--- src/rtl/unpack_arbiter.sv ---
// unpack_arbiter: round-robin arbiter that shares one byte-to-2-bit unpacker
// between num_req_p packed-byte sources. A grant is held for a burst of up to
// burst_len_p bytes (or until last_i). The grant moves only after the unpacker
// reports idle_i, so owner_o always tags the pixels leaving the unpacker.
// Optional feature (macro UNPACK_ARB_TIMEOUT_EN): a burst whose owner has
// dropped valid for timeout_p cycles is abandoned.
module unpack_arbiter #(
  parameter int unsigned num_req_p   = 2,
  parameter int unsigned burst_len_p = 16,
  parameter int unsigned timeout_p   = 64
) (
  input  logic                                          clk_i,
  input  logic                                          reset_ni,
  input  logic [num_req_p-1:0]                          valid_i,
  input  logic [8*num_req_p-1:0]                        data_i,
  input  logic [num_req_p-1:0]                          last_i,
  output logic [num_req_p-1:0]                          ready_o,
  output logic                                          valid_o,
  output logic [7:0]                                    data_o,
  input  logic                                          ready_i,
  input  logic                                          idle_i,
  output logic [num_req_p-1:0]                          grant_o,
  output logic [((num_req_p > 1) ? $clog2(num_req_p) : 1)-1:0] owner_o
);

  localparam int unsigned owner_w_lp = (num_req_p > 1) ? $clog2(num_req_p) : 1;
  localparam int unsigned cnt_w_lp   = $clog2(burst_len_p) + 1;

  typedef enum logic [1:0] {
    state_idle  = 2'd0,
    state_burst = 2'd1,
    state_drain = 2'd2
  } state_e;

  state_e                  state_q, state_d;
  logic [owner_w_lp-1:0]   rr_ptr_q, rr_ptr_d;
  logic [owner_w_lp-1:0]   owner_q, owner_d;
  logic [num_req_p-1:0]    grant_q, grant_d;
  logic [cnt_w_lp-1:0]     cnt_q, cnt_d;
  logic [7:0]              data_q, data_d;

  logic                    pick_found_c;
  logic [owner_w_lp-1:0]   pick_idx_c;
  logic [num_req_p-1:0]    pick_onehot_c;
  logic                    own_valid_c;
  logic                    own_last_c;
  logic [7:0]              own_data_c;
  logic [owner_w_lp-1:0]   rr_next_c;
  logic                    valid_c;
  logic [num_req_p-1:0]    ready_c;

`ifdef UNPACK_ARB_TIMEOUT_EN
  localparam int unsigned to_w_lp = $clog2(timeout_p) + 1;
  logic [to_w_lp-1:0]      to_q, to_d;
`else
  // timeout_p has no effect without the timeout feature
  logic unused_timeout;
  assign unused_timeout = (timeout_p != 0);
`endif

  // First valid requester at or after rr_ptr, wrapping modulo num_req_p
  always_comb begin
    pick_found_c  = 1'b0;
    pick_idx_c    = '0;
    pick_onehot_c = '0;
    for (int unsigned i = 0; i < num_req_p; i++) begin
      int unsigned cand;
      cand = (32'(rr_ptr_q) + i) % num_req_p;
      if (!pick_found_c && valid_i[cand]) begin
        pick_found_c  = 1'b1;
        pick_idx_c    = owner_w_lp'(cand);
        pick_onehot_c = num_req_p'(1) << cand;
      end
    end
  end

  // Select the current owner's byte, valid and last
  always_comb begin
    own_valid_c = 1'b0;
    own_last_c  = 1'b0;
    own_data_c  = '0;
    for (int unsigned k = 0; k < num_req_p; k++) begin
      if (owner_q == owner_w_lp'(k)) begin
        own_valid_c = valid_i[k];
        own_last_c  = last_i[k];
        own_data_c  = data_i[8*k +: 8];
      end
    end
  end

  assign rr_next_c = (owner_q == owner_w_lp'(num_req_p - 1)) ? '0
                                                              : owner_q + owner_w_lp'(1);

  // Next-state and pass-through logic
  always_comb begin
    state_d  = state_q;
    rr_ptr_d = rr_ptr_q;
    owner_d  = owner_q;
    grant_d  = grant_q;
    cnt_d    = cnt_q;
    data_d   = data_q;
    valid_c  = 1'b0;
    ready_c  = '0;
`ifdef UNPACK_ARB_TIMEOUT_EN
    to_d     = to_q;
`endif
    unique case (state_q)
      state_idle: begin
        if (pick_found_c) begin
          owner_d = pick_idx_c;
          grant_d = pick_onehot_c;
          cnt_d   = '0;
`ifdef UNPACK_ARB_TIMEOUT_EN
          to_d    = '0;
`endif
          state_d = state_burst;
        end
      end
      state_burst: begin
        valid_c = own_valid_c;
        ready_c = grant_q & {num_req_p{ready_i}};
        if (own_valid_c) begin
          data_d = own_data_c;
        end
        if (own_valid_c && ready_i) begin
          cnt_d = cnt_q + cnt_w_lp'(1);
          if (own_last_c || (cnt_q == cnt_w_lp'(burst_len_p - 1))) begin
            state_d = state_drain;
          end
        end
`ifdef UNPACK_ARB_TIMEOUT_EN
        if (own_valid_c) begin
          to_d = '0;
        end else if (to_q == to_w_lp'(timeout_p - 1)) begin
          state_d = state_drain;
        end else begin
          to_d = to_q + to_w_lp'(1);
        end
`endif
      end
      state_drain: begin
        if (idle_i) begin
          rr_ptr_d = rr_next_c;
          grant_d  = '0;
          state_d  = state_idle;
        end
      end
      default: begin
        state_d = state_idle;
        grant_d = '0;
      end
    endcase
  end

  // State registers, cleared asynchronously
  always_ff @(posedge clk_i or negedge reset_ni) begin
    if (!reset_ni) begin
      state_q  <= state_idle;
      rr_ptr_q <= '0;
      owner_q  <= '0;
      grant_q  <= '0;
      cnt_q    <= '0;
      data_q   <= '0;
`ifdef UNPACK_ARB_TIMEOUT_EN
      to_q     <= '0;
`endif
    end else begin
      state_q  <= state_d;
      rr_ptr_q <= rr_ptr_d;
      owner_q  <= owner_d;
      grant_q  <= grant_d;
      cnt_q    <= cnt_d;
      data_q   <= data_d;
`ifdef UNPACK_ARB_TIMEOUT_EN
      to_q     <= to_d;
`endif
    end
  end

  assign valid_o = valid_c;
  assign ready_o = ready_c;
  assign data_o  = valid_c ? own_data_c : data_q;
  assign grant_o = grant_q;
  assign owner_o = owner_q;

endmodule

--- config.mk ---
export PLATFORM = sky130hd
export DESIGN_NAME = unpack_arbiter
export DESIGN_NICKNAME = d
export VERILOG_FILES = /design/src/rtl/unpack_arbiter.sv
export SDC_FILE = /design/constraint.sdc
export NUM_CORES = 1
export LEC_CHECK = 0
export BUFFER_PORTS_ARGS = -buffer_cell sky130_fd_sc_hd__clkbuf_2
export CAP_MARGIN = 15
export CORE_AREA = 3 3 67 44
export CTS_CLUSTER_SIZE = 14
export DETAILED_ROUTE_END_ITERATION = 6
export DIE_AREA = 0 0 70 47
export GPL_TIMING_DRIVEN = 1
export PLACE_DENSITY = 0.68
export SYNTH_ARGS = -nofsm -noshare
export SYNTH_HDL_FRONTEND = slang
export SYNTH_SLANG_ARGS = --single-unit
--- constraint.sdc ---
create_clock -name clk_i -period 1.9 [get_ports clk_i]
set_input_delay 0.285 -clock clk_i [delete_from_list [all_inputs] [get_ports clk_i]]
set_output_delay 0.285 -clock clk_i [all_outputs]
set_load 0.01 [all_outputs]
==> impl_results.md <==
- Syn Nets: 127
- Synth cell count leaders: dfrtp_1 (19), a21oi_1 (17), mux2i_1 (10)
- Yosys reg bits: 19
- Gr ovfl total: 0
- Max Cap Violations: 0
- Power Total: 2.04 mW
- Final Max Slew Viols: 0
- Die height: 47 um
- Worst Tran Pin Value: 0.477 ns
- Starting Density: 41.9%
- Outcome: completed
- Die Span X: 70 um
- CTS tree: yes
- N_diodes: 0
- Worst Setup SP: owner_o
- Syn. warnings: 0
- Iter 0 DRT Violations: 59
- DRT antenna net count: 0
- Mean area per synthesized cell: 10.0 um^2
- Worst Setup EP: data_o[4]
- Vias post-DR: 921
- H-tree levels: 1
- Period minus WS final: 1.85 ns
- Cell area after synthesis: 1010 um^2
- Clock root cell: clkbuf_8
- Synthesized instance count: 101
- PwrDens: 1540 nW/um^2
- Hold Vio Cnt, Final: 0
- DPL Wire Length: 1850 um
- Area contributors post-synth: dfrtp_1 (47%), mux2i_1 (9.9%), a21oi_1 (8.4%), buf_2 (2.5%), ha_1 (2.5%)
- Comb pwr share: 52.2%
- Clock share of power: 13.7%
- Asr flop ratio synth: 100%
- R2R cell count: 5
- Crit path max fanout: 9
- Fin crit share: 97.6%
- Synth-to-Final Area Change: 31.0%
- Slew margin rel.: 68.2%
- Flop pwr share: 34.1%
- CTS sink cnt: 19
- Net switching power figure: 840 uW
- End-of-flow core utilization: 54.9%
- Worst skew pair latency: 0.26 ns
- Post-synth EDFFs: 0
- Vias/cell: 5.35
- Net Sw Frac: 41.2%
- Gr usage total: 15.0%
- Die area: 3290 um^2
- Num CTS Buffers: 3
- Fin Clk Skew: 0.00231 ns
- TritonRoute pass-1 iters: 4
- Post-CTS setup repair buffer count: 0
- Post-synthesis cell type with the largest combined area: dfrtp_1
- Post-Layout Cell Count: 172
- Ports: 38
- Pin count of the biggest net entering global routing: 20
- Row count: 14
- R2R Path End: state_q[0]
- Worst EP required: 1.62 ns
- Post-route DRC: 0
- Sequential-to-total area share from yosys stat: 46.9%
- Fmax: 540 MHz
- Worst Setup Path Type: reg -> out
- Nets: 167
- Clock Path Buffers: 2
- Cell Count Post-Placement: 167
- Final wirelength: 2510 um
- Most used flip-flop cell after synthesis: dfrtp_1
- Vias in the first global route: 833
- Clk pin slew, worst setup/hold paths: 0.07 ns
- Routability congestion estimate: 0.841
- Core area: 2420 um^2
- Synth unique cells: 30
- VDD IR max: 0.832 mV
- Most common cell in the netlist: dfrtp_1
- Wirelength per Cell: 14.6 um
- Layout cells sized above 1: 40.7%
- Hold Crit Class: in -> reg
- Wire length of the first global-routing pass: 3840 um
- LEAKAGE: 0.642 nW
- CP Capture Type: output pin
- Pint: 1.20 mW
- Share of the synthesized area in the top cell type: 46.9%
- Setup-failing EPs final: 0
- Antenna violations before repair: 0
- R2R setup slack: 0.37 ns
- CP Launch Type: flip-flop
- Crit path DAT: 1.57 ns
- Buffers on Ports: 37
- R2R Path Start: cnt_q[0]
power groups by stage:
stage | logic [mW] | clock network (mW) | registers [mW]
final | 1.07 | 0.279 | 0.695
after global routing | 1.17 | 0.307 | 0.717
after CTS | 0.997 | 0.285 | 0.682
after detailed placement | 0.993 | 0 | 0.689
after global placement | 0.966 | 0 | 0.684
after floorplan | 0.670 | 0 | 0.657
routing by layer:
metal / wire (um) / up-vias / part of all wire [%] / track usage [%]
met5: 0 / - / 0 / 0
met4: 23 / 0 / 0.92 / 4.58
met3: 142 / 4 / 5.7 / 4.49
met2: 1170 / 30 / 47 / 24.4
met1: 1170 / 438 / 47 / 20.0
li1: - / 449 / - / -
what timing repair did:
action | 4_1_cts | 5_1_grt
resized for setup | 0 | 11
setup endpoints to repair | 0 | 8
hold buffers | 1 | 0
endpoints found under the hold margin | 19 | 0
flip-flops by register name, indices dropped and copies added, names as in the netlist:
name      flops
grant_o       2
state_q       2
rr_ptr_q      1
owner_o       1
data_q        8
cnt_q         5
per-stage QoR:
| stage | worst slack, ns | TNS, ns | cell area (um^2) | hold slack [ns] |
|---|---|---|---|---|
| CTS | 0.0113 | 0 | 1290 | 0.321 |
| global route | -0.00822 | -0.0153 | 1330 | 0.340 |
| global placement | 0.363 | 0 | 1230 | 0.263 |
| detailed placement | 0.311 | 0 | 1230 | 0.260 |
| finish | 0.0464 | 0 | 1330 | 0.326 |
| floorplan | 0.293 | 0 | 1010 | -0.0106 |
cell families (layout without fill, tap and decap cells):
logic type	count (synthesis)	in the layout	share of synthesized area, %
compound gates	33	33	20.1
flops	19	19	46.9
fa+ha+maj	2	2	2.47
mux	12	12	12.1
simple gates	22	22	12.0
buf+inv	12	51	5.56
xor+xnor	1	1	0.864
layout by cell type (no fill, tap or decap), drive strengths merged:
master	n
o22ai	3
nand3b	1
dlygate4sd3	1
a22o	1
o21ba	1
dfrtp	19
nand2	4
a31oi	2
mux2	2
nand3	3
nor2b	2
a21oi	17
nor2	4
o211ai	1
o2bb2ai	1
xnor2	1
and3b	1
clkbuf	40
o21ai	3
nand2b	2
clkinv	1
or3b	1
ha	2
and3	3
o311a	1
inv	5
or4	1
mux2i	10
o2111ai	2
a32o	1
buf	4
worst max-delay path: stages, from the launching register on:
cell and delay (ns):
dfrtp_2 0.44, mux2i_4 0.28, nor2_1 0.07, buf_4 0.18, a21oi_1 0.18, clkbuf_2 0.17
area by class of cell:
cell class | instances | area [um^2]
Fill cell | 219 | 1090
Inverter | 5 | 18.8
Tap cell | 32 | 40.0
Clock inverter | 1 | 5.00
Clock buffer | 3 | 41.3
Multi-Input combinational cell | 70 | 519
Sequential cell | 19 | 478
Timing Repair Buffer | 42 | 225
worst min path at each step:
stage / from / to / depth (start not counted)
5_1_grt: idle_i / state_q[1] / 3
2_1_floorplan: reset_ni / cnt_q[0] / 0
6_report: idle_i / state_q[1] / 3
3_5_place_dp: reset_ni / data_q[2] / 1
3_3_place_gp: reset_ni / data_q[2] / 1
4_1_cts: valid_i[0] / owner_o / 2
No activity file was read; power rests on OpenSTA's default activity.
